$ cat src/rtl/im_frame_ctrl_if.sv
// CPU location-update handshake between the requester and im_frame_ctrl.
// The requester holds upd_req until it sees the one-cycle upd_ack pulse.
interface im_frame_ctrl_if;
    logic        upd_req;
    logic [1:0]  upd_obj;
    logic [19:0] upd_loc;
    logic        upd_ack;

    modport master (output upd_req, output upd_obj, output upd_loc, input upd_ack);
    modport slave  (input upd_req, input upd_obj, input upd_loc, output upd_ack);
endinterface

$ cat src/rtl/im_frame_ctrl.sv
// VGA frame timing plus ball/bar location registers with a CPU update handshake.
// IM_FRAME_CTRL_TEARFREE_EN selects shadowed updates committed at vertical-blank start.
module im_frame_ctrl #(
    parameter int unsigned PIX_DIV   = 4,
    parameter int unsigned H_VISIBLE = 640,
    parameter int unsigned H_FP      = 16,
    parameter int unsigned H_SYNC    = 96,
    parameter int unsigned H_BP      = 48,
    parameter int unsigned V_VISIBLE = 480,
    parameter int unsigned V_FP      = 10,
    parameter int unsigned V_SYNC    = 2,
    parameter int unsigned V_BP      = 33
) (
    input  logic                 clk,
    input  logic                 rst,
    im_frame_ctrl_if.slave       upd,
    output logic [9:0]           pixel_x,
    output logic [9:0]           pixel_y,
    output logic                 visible,
    output logic                 hsync,
    output logic                 vsync,
    output logic                 frame_start,
    output logic [19:0]          ball_loc,
    output logic [19:0]          barl_loc,
    output logic [19:0]          barr_loc,
    output logic [2:0]           pending
);

    localparam int unsigned H_TOTAL = H_VISIBLE + H_FP + H_SYNC + H_BP;
    localparam int unsigned V_TOTAL = V_VISIBLE + V_FP + V_SYNC + V_BP;
    localparam int unsigned DIV_W   = (PIX_DIV > 1) ? $clog2(PIX_DIV) : 1;

    localparam logic [DIV_W-1:0] DIV_LAST = DIV_W'(PIX_DIV - 1);
    localparam logic [9:0] H_LAST   = 10'(H_TOTAL - 1);
    localparam logic [9:0] V_LAST   = 10'(V_TOTAL - 1);
    localparam logic [9:0] H_VIS    = 10'(H_VISIBLE);
    localparam logic [9:0] V_VIS    = 10'(V_VISIBLE);
    localparam logic [9:0] HS_START = 10'(H_VISIBLE + H_FP);
    localparam logic [9:0] HS_END   = 10'(H_VISIBLE + H_FP + H_SYNC);
    localparam logic [9:0] VS_START = 10'(V_VISIBLE + V_FP);
    localparam logic [9:0] VS_END   = 10'(V_VISIBLE + V_FP + V_SYNC);

    // Locations are {y, x}
    localparam logic [19:0] BALL_RST = {10'd240, 10'd320};
    localparam logic [19:0] BARL_RST = {10'd240, 10'd8};
    localparam logic [19:0] BARR_RST = {10'd240, 10'd631};

    typedef enum logic {
        S_IDLE,
        S_ACK
    } state_t;

    logic [DIV_W-1:0] div;
    logic             pix_en;
    logic [9:0]       h_next;
    logic [9:0]       v_next;
    logic             stall;
    logic             accept;
    state_t           state;
    state_t           state_next;

    assign pix_en = (div == DIV_LAST);

    always_ff @(posedge clk or negedge rst) begin
        if (!rst) begin
            div <= '0;
        end else if (pix_en) begin
            div <= '0;
        end else begin
            div <= div + 1'b1;
        end
    end

    always_comb begin
        h_next = pixel_x;
        v_next = pixel_y;
        if (pix_en) begin
            if (pixel_x == H_LAST) begin
                h_next = '0;
                v_next = (pixel_y == V_LAST) ? '0 : pixel_y + 10'd1;
            end else begin
                h_next = pixel_x + 10'd1;
            end
        end
    end

    // Sync/flag outputs are decoded from the next counter values so they
    // change on the same edge as pixel_x/pixel_y.
    always_ff @(posedge clk or negedge rst) begin
        if (!rst) begin
            pixel_x     <= '0;
            pixel_y     <= '0;
            hsync       <= 1'b1;
            vsync       <= 1'b1;
            visible     <= 1'b0;
            frame_start <= 1'b0;
        end else begin
            pixel_x     <= h_next;
            pixel_y     <= v_next;
            hsync       <= !((h_next >= HS_START) && (h_next < HS_END));
            vsync       <= !((v_next >= VS_START) && (v_next < VS_END));
            visible     <= (h_next < H_VIS) && (v_next < V_VIS);
            frame_start <= pix_en && (h_next == '0) && (v_next == '0);
        end
    end

    always_ff @(posedge clk or negedge rst) begin
        if (!rst) begin
            state <= S_IDLE;
        end else begin
            state <= state_next;
        end
    end

    always_comb begin
        state_next = state;
        accept     = 1'b0;
        case (state)
            S_IDLE: begin
                if (upd.upd_req && !stall) begin
                    accept     = 1'b1;
                    state_next = S_ACK;
                end
            end
            S_ACK: begin
                state_next = S_IDLE;
            end
            default: begin
                state_next = S_IDLE;
            end
        endcase
    end

    assign upd.upd_ack = (state == S_ACK);

`ifdef IM_FRAME_CTRL_TEARFREE_EN
    logic        commit;
    logic [19:0] ball_sh;
    logic [19:0] barl_sh;
    logic [19:0] barr_sh;

    // Edge on which the counters move to (0, V_VISIBLE): start of vertical blank.
    assign commit = pix_en && (pixel_x == H_LAST) && (pixel_y == 10'(V_VISIBLE - 1));
    assign stall  = commit;

    always_ff @(posedge clk or negedge rst) begin
        if (!rst) begin
            ball_sh  <= BALL_RST;
            barl_sh  <= BARL_RST;
            barr_sh  <= BARR_RST;
            ball_loc <= BALL_RST;
            barl_loc <= BARL_RST;
            barr_loc <= BARR_RST;
            pending  <= '0;
        end else if (commit) begin
            if (pending[0]) ball_loc <= ball_sh;
            if (pending[1]) barl_loc <= barl_sh;
            if (pending[2]) barr_loc <= barr_sh;
            pending <= '0;
        end else if (accept) begin
            case (upd.upd_obj)
                2'd0: begin
                    ball_sh    <= upd.upd_loc;
                    pending[0] <= 1'b1;
                end
                2'd1: begin
                    barl_sh    <= upd.upd_loc;
                    pending[1] <= 1'b1;
                end
                2'd2: begin
                    barr_sh    <= upd.upd_loc;
                    pending[2] <= 1'b1;
                end
                default: begin
                end
            endcase
        end
    end
`else
    assign stall   = 1'b0;
    assign pending = '0;

    always_ff @(posedge clk or negedge rst) begin
        if (!rst) begin
            ball_loc <= BALL_RST;
            barl_loc <= BARL_RST;
            barr_loc <= BARR_RST;
        end else if (accept) begin
            case (upd.upd_obj)
                2'd0:    ball_loc <= upd.upd_loc;
                2'd1:    barl_loc <= upd.upd_loc;
                2'd2:    barr_loc <= upd.upd_loc;
                default: begin
                end
            endcase
        end
    end
`endif

endmodule
$ cat src/flat_wrapper.sv
// flat-port wrapper written by rule: the top's interface ports become plain ports
module im_frame_ctrl_flat 
#(
    parameter int unsigned PIX_DIV   = 4,
    parameter int unsigned H_VISIBLE = 640,
    parameter int unsigned H_FP      = 16,
    parameter int unsigned H_SYNC    = 96,
    parameter int unsigned H_BP      = 48,
    parameter int unsigned V_VISIBLE = 480,
    parameter int unsigned V_FP      = 10,
    parameter int unsigned V_SYNC    = 2,
    parameter int unsigned V_BP      = 33
)
  (clk, rst, pixel_x, pixel_y, visible, hsync, vsync, frame_start, ball_loc, barl_loc, barr_loc, pending, upd_upd_req, upd_upd_obj, upd_upd_loc, upd_upd_ack);
  im_frame_ctrl_if upd_i ();
  input  logic clk;
  input  logic rst;
  output logic [9:0] pixel_x;
  output logic [9:0] pixel_y;
  output logic visible;
  output logic hsync;
  output logic vsync;
  output logic frame_start;
  output logic [19:0] ball_loc;
  output logic [19:0] barl_loc;
  output logic [19:0] barr_loc;
  output logic [2:0] pending;
  input wire logic [$bits(upd_i.upd_req)-1:0] upd_upd_req;
  input wire logic [$bits(upd_i.upd_obj)-1:0] upd_upd_obj;
  input wire logic [$bits(upd_i.upd_loc)-1:0] upd_upd_loc;
  output wire logic [$bits(upd_i.upd_ack)-1:0] upd_upd_ack;
  assign upd_i.upd_req = upd_upd_req;
  assign upd_i.upd_obj = upd_upd_obj;
  assign upd_i.upd_loc = upd_upd_loc;
  assign upd_upd_ack = upd_i.upd_ack;
  im_frame_ctrl #(.PIX_DIV(PIX_DIV), .H_VISIBLE(H_VISIBLE), .H_FP(H_FP), .H_SYNC(H_SYNC), .H_BP(H_BP), .V_VISIBLE(V_VISIBLE), .V_FP(V_FP), .V_SYNC(V_SYNC), .V_BP(V_BP)) u_core (.clk(clk), .rst(rst), .upd(upd_i), .pixel_x(pixel_x), .pixel_y(pixel_y), .visible(visible), .hsync(hsync), .vsync(vsync), .frame_start(frame_start), .ball_loc(ball_loc), .barl_loc(barl_loc), .barr_loc(barr_loc), .pending(pending));
endmodule
$ cat config.mk
export PLATFORM = sky130hd
export DESIGN_NAME = im_frame_ctrl_flat
export DESIGN_NICKNAME = d
export VERILOG_FILES = /design/src/rtl/im_frame_ctrl_if.sv /design/src/rtl/im_frame_ctrl.sv /design/src/flat_wrapper.sv
export SDC_FILE = /design/constraint.sdc
export NUM_CORES = 1
export LEC_CHECK = 0
export ABC_AREA = 1
export ABC_CLOCK_PERIOD_IN_PS = 1750
export CAP_MARGIN = 20
export CORE_MARGIN = 5
export CORE_UTILIZATION = 35
export DETAILED_ROUTE_END_ITERATION = 8
export MAX_ROUTING_LAYER = met4
export PLACE_DENSITY = 0.66
export SLEW_MARGIN = 20
export SYNTH_ARGS = -nofsm -noshare
export SYNTH_HDL_FRONTEND = slang
export SYNTH_SLANG_ARGS = --single-unit
$ cat constraint.sdc
create_clock -name clk -period 1.75 [get_ports clk]
set_input_delay 0.175 -clock clk [delete_from_list [all_inputs] [get_ports clk]]
set_output_delay 0.175 -clock clk [all_outputs]
set_load 0.1 [all_outputs]
# Word level (Yosys, flattened, before mapping)
# Cells that the tools add are included.
# W data, S select, Z words.
word_totals:
  output_inout_bits: 88
  ram_bits: 0
  memories: 0
  rom_bits: 0
  ff_bits: 87
  word_cells: 48
  latch_bits: 0
  input_bits: 25
classes:
  shifts: 0
  n_mul: 0
  addsub: 3
  n_eq_ne: 5
  mux: 9
  bitwise: 1
  magnitude_cmp: 6
  div: 0
  n_reduce_logical: 13
ops:
  columns: ["operator", "n"]
  rows:
  - ["$mux W10", 5]
  - ["$add A10 B1 Y10 const B", 2]
  - ["$eq A10 B10 Y1 const B", 2]
  - ["$logic_not A10 Y1", 2]
  - ["$lt A10 B10 Y1 const B", 2]
  - ["$lt A10 B9 Y1 const B", 2]
  - ["$ge A10 B10 Y1 const B", 1]
  - ["$ge A10 B9 Y1 const B", 1]
  - ["$reduce_and A2 Y1", 3]
  - ["$logic_and A1 B1 Y1", 5]
  - ["$eq A2 B2 Y1 const B", 2]
  - ["$add A2 B1 Y2 const B", 1]
  - ["$eq A2 B1 Y1 const B", 1]
  - ["$logic_not A1 Y1", 2]
  - ["$logic_not A2 Y1", 1]
  - ["$mux W1", 2]
  - ["$mux W2", 1]
  - ["$pmux W1 S2", 1]
  - ["$not A1 Y1", 1]

# Depth between registers and ports, before layout
logic_depth:
  ltp_word: 7
  ltp_mapped: 13
  depth_no_buf: 13

# Worst setup path before layout
# No wires, ideal clock.
synth_path:
  path_kind: "flip-flop to flip-flop"
  start: "reg u_core.pixel_x[0]"
  end: "reg u_core.visible"
  path_stages_with_launch: 12
  slack_ns: -0.581
  n_path_buf: 0
  period_less_slack_ns: 2.331
  required_time_ns: 1.631
  arrival_ns: 2.212
  setup_ns: 0.119
  cell_sequence: "dfrtp_1 > ha_1 > nand2_1 > nor2_4 > nand3_4 > inv_6 > nand3_2 > xor2_1 > nor2_2 > nand2_1 > nand2_1 > nor2_1"
synth_between:
  elab_chain_cells: 5
  word_cells_on_any_way: 9
  classes_between: "add/sub: 1; order compare: 2; eq/ne: 1; mux: 4; reduce/logical: 1"
synth_rtl:
  columns: ["element", "line_no", "source"]
  rows:
  - ["start, declared", "im_frame_ctrl.sv:17", "output logic [9:0] pixel_x,"]
  - ["start signal, assigned", "im_frame_ctrl.sv:98", "pixel_x <= h_next;"]
  - ["$add A10 B1 Y10 / $eq A10 B10 Y1 (equally long branches)", "im_frame_ctrl.sv:82, im_frame_ctrl.sv:78", null]
  - ["$mux W10", "im_frame_ctrl.sv:78", "if (pixel_x == H_LAST) begin"]
  - ["$mux W10", "im_frame_ctrl.sv:77", "if (pix_en) begin"]
  - ["$lt A10 B10 Y1 / $lt A10 B9 Y1 (equally long branches)", "im_frame_ctrl.sv:102", "visible <= (h_next < H_VIS) && (v_next < V_VIS);"]
  - ["$logic_and A1 B1 Y1 (*)", "im_frame_ctrl.sv:102", null]
  - ["end signal, assigned", "im_frame_ctrl.sv:102", null]
  - ["end, declared", "im_frame_ctrl.sv:19", "output logic visible,"]
# Every way passes the cells marked *; elsewhere a longest branch is shown, timed or not.
# A chain may end at the register's enable or synchronous reset.

# Final worst setup path
layout_path:
  start: "reg u_core.pixel_y[0]"
  end: "reg u_core.frame_start"
layout_between:
  elab_chain_cells: 6
  word_cells_on_any_way: 7
  classes_between: "add/sub: 1; eq/ne: 1; mux: 3; reduce/logical: 2"
layout_rtl:
  columns: ["element", "line_no", "source"]
  rows:
  - ["start, declared", "im_frame_ctrl.sv:18", "output logic [9:0] pixel_y,"]
  - ["start signal, assigned", "im_frame_ctrl.sv:99", "pixel_y <= v_next;"]
  - ["$add A10 B1 Y10 / $eq A10 B10 Y1 (equally long branches)", "im_frame_ctrl.sv:80", "v_next = (pixel_y == V_LAST) ? '0 : pixel_y + 10'd1;"]
  - ["$mux W10", "im_frame_ctrl.sv:80", null]
  - ["$mux W10", "im_frame_ctrl.sv:78", null]
  - ["$mux W10 (*)", "im_frame_ctrl.sv:77", null]
  - ["$logic_not A10 Y1 (*)", "im_frame_ctrl.sv:103", "frame_start <= pix_en && (h_next == '0) && (v_next == '0);"]
  - ["$logic_and A1 B1 Y1 (*)", "im_frame_ctrl.sv:103", null]
  - ["end signal, assigned", "im_frame_ctrl.sv:103", null]
  - ["end, declared", "im_frame_ctrl.sv:22", "output logic frame_start,"]
# Marked as above.

==> impl_metrics.csv <==
group,metric,value,unit
layout,antenna_cells,0,
synthesis,synth_area,3820,um2
routing,drcViolationCount,0,
global_route,groute.usage.overall,0.163,
layout,nNetsFinal,616,
timing,hold_ws,296,ps
layout,design_area,6060,um2
die,die-area,13100,um2
clock_network,numCtsBuffers,9,
clock_network,clock_latency,360,ps
clock_network,cts_tree,"built",
die,die_x,114,um
timing,setup_tns,-54.6,ps
critical_path,worst-setup-path-type,"flip-flop to flip-flop",
die,fp.dieH,114,um
clock_network,path_clk_slew,90,ps
place,dp_hpwl,7470,um
timing,min_period_over_period,1.03,
critical_path,required,2050,ps
critical_path,path_max_fanout,5,
timing,min_period,1800,ps
timing,fin_ws,-54.6,ps
synthesis,synth_top_family_by_area,"simple AND/OR/NAND/NOR gates",
routing,vias_per_cell,4.64,
layout,mostFrequentLayoutCells,"111 x nand2_1, 86 x buf_4, 60 x o21ai_0",
global_route,grt_max_degree,42,
timing,hold_viol,0,
synthesis,synth_cell_types,32,
critical_path,arrival,2100,ps
hold_path,min_path_type,"primary input to asynchronous set/reset pin",
die,core_area,10700,um2
layout,fillers,942,
timing,setup_viol,1,
routing,antenna_left,0,
die,row_count,38,
routing,drt_iter0_markers,193,
die,initial_utilization,0.355,
synthesis,synth_mux_area_frac,0,
critical_path,reg2reg_depth,12,
pwr,finalPower,7.26,mW
run_status,violations,"setup timing",
timing,slew_viol_final,0,
clock_network,max-clock-path-buffers,2,
clock_network,cts_root_buf,"clkbuf_8",
pwr,power.density,1200,nW/um2
routing,vias,3396,
synthesis,synthXorXnorAreaFrac,0.00688,
clock_network,htreeDepth,3,
global_route,grt_pass1_vias,3353,
synthesis,synth_compound_area_frac,0.0944,
routing,drt_first_pass_iters,4,
synthesis,synthSimpleGateAreaFrac,0.222,
routing,routedWlPerCell,14.2,um
place,dp_slack,-78.8,ps
run_status,status,"finished, violations left",
synthesis,ys_ff_latch,87,
layout,layout-drive-gt1-share,0.399,
timing,finClkSkew,7.36,ps
place,gp_congestion,0.844,
critical_path,start_kind,"flip-flop",
synthesis,synthAdderAreaFrac,0.0131,
place,postPlaceCellArea,5580,um2
pwr,vdd_drop_max,834,uV
die,io_pins,113,
synthesis,ys_seq_area_frac,0.578,
timing,rsz0062_at_grt,"yes",
critical_path,cp-end-kind,"flip-flop",
layout,multi_input_area,1480,um2
global_route,antenna_found_initial,0,
job,drv_cap,0,
synthesis,synth_cells,441,
layout,area_delta_synth_final,58.8,%
routing,wl,10400,um
clock_network,cts_sinks,87,
synthesis,synth.avg_cell_area,8.66,um2
pwr,leakage,2.96,nW
global_route,grt_pass1_wl,16600,um
synthesis,yosysWarnings,0,
place,io_buffers,109,
layout,final_common_cell,"nand2_1",
layout,regArea,2250,um2
global_route,grt-ovfl-total,0,
timing,timing.fmax,554,MHz
per-stage QoR:
stage | instances | util
detailed placement | 701 | 0.519
finish | 732 | 0.564
global route | 732 | 0.564
global placement | 701 | 0.519
CTS | 726 | 0.547
floorplan | 443 | -
power by group:
part,internal [mW],switching [mW]
clock,0.776,0.711
combinational,0.784,2.41
sequential,2.36,0.223
per-layer routing:
layer	global-route usage	wire [um]	part of all wire
met2	0.258	5280	0.51
met1	0.207	4400	0.42
met5	-	0	0
met4	0.0618	198	0.019
met3	0.0312	545	0.052
cell type report:
cell class,instances,share of cell area
well taps,140,0.0289
multi-input cells,274,0.244
clock inverters,4,0.00867
clock buffers,12,0.0272
flip-flops and latches,87,0.371
repair buffers,150,0.278
inverters,65,0.0423
final timing paths:
check	from	to	slack, ps
setup / recovery	u_core.pixel_y[0]	u_core.frame_start	-50
hold / removal	rst	u_core.barl_loc[10]	300
setup reg to reg	u_core.pixel_y[0]	u_core.frame_start	-50
hold reg to reg	u_core.div[0]	u_core.div[0]	480
max in group asynchronous	rst	u_core.barr_loc[2]	810
min in group clk	upd_upd_loc[6]	u_core.barr_loc[6]	380
cell usage after synthesis (all sizes together):
cell type  number  share of area
nand2         124           0.12
inv            64          0.064
o21ai          64          0.086
dfrtp          63           0.41
nor2           35          0.040
dfstp          24           0.17
nand3          19          0.031
clkbuf         14          0.014
nand4          13          0.021
ha              4          0.013
a21oi           3         0.0049
buf             3         0.0059
xor2            2         0.0046
a31oi           1         0.0016
clkinv          1        0.00098
conb            1        0.00098
nand3b          1         0.0020
nor3            1         0.0013
nor4            1         0.0016
o21bai          1         0.0020
or2             1         0.0016
xnor2           1         0.0023
timing repair:
item | 4_1_cts | 5_1_grt
gates cloned | 0 | 0
pin swaps | 7 | 19
gates resized for setup | 7 | 35
setup endpoints to repair | 2 | 7
setup buffers | 8 | 6
hold buffers | 1 | 0
hold endpoints to repair | 17 | 0
worst max-delay path: stages (launching register included):
cell	delay (ps)
dfrtp_4	500
inv_4	70
ha_4	130
nand2_4	50
nor2_4	90
nand4_1	180
nand2_1	130
nand2_1	70
o21ai_2	80
nand2_1	100
nor2_2	130
nand3_1	80
nor2_1	110
registers in the layout (all words and copies together) (netlist names), 2 cells and up:
name             flops
u_core.ball_loc     20
u_core.barl_loc     20
u_core.barr_loc     20
u_core.pixel_x      10
u_core.pixel_y      10
u_core.div           2
logic make-up after synthesis:
family | after synthesis
compound gates | 69
xor+xnor | 3
fa+ha+maj | 4
buf+inv | 82
flops | 87
other cells | 1
simple gates | 195
(Power assumes the default switching activity.)
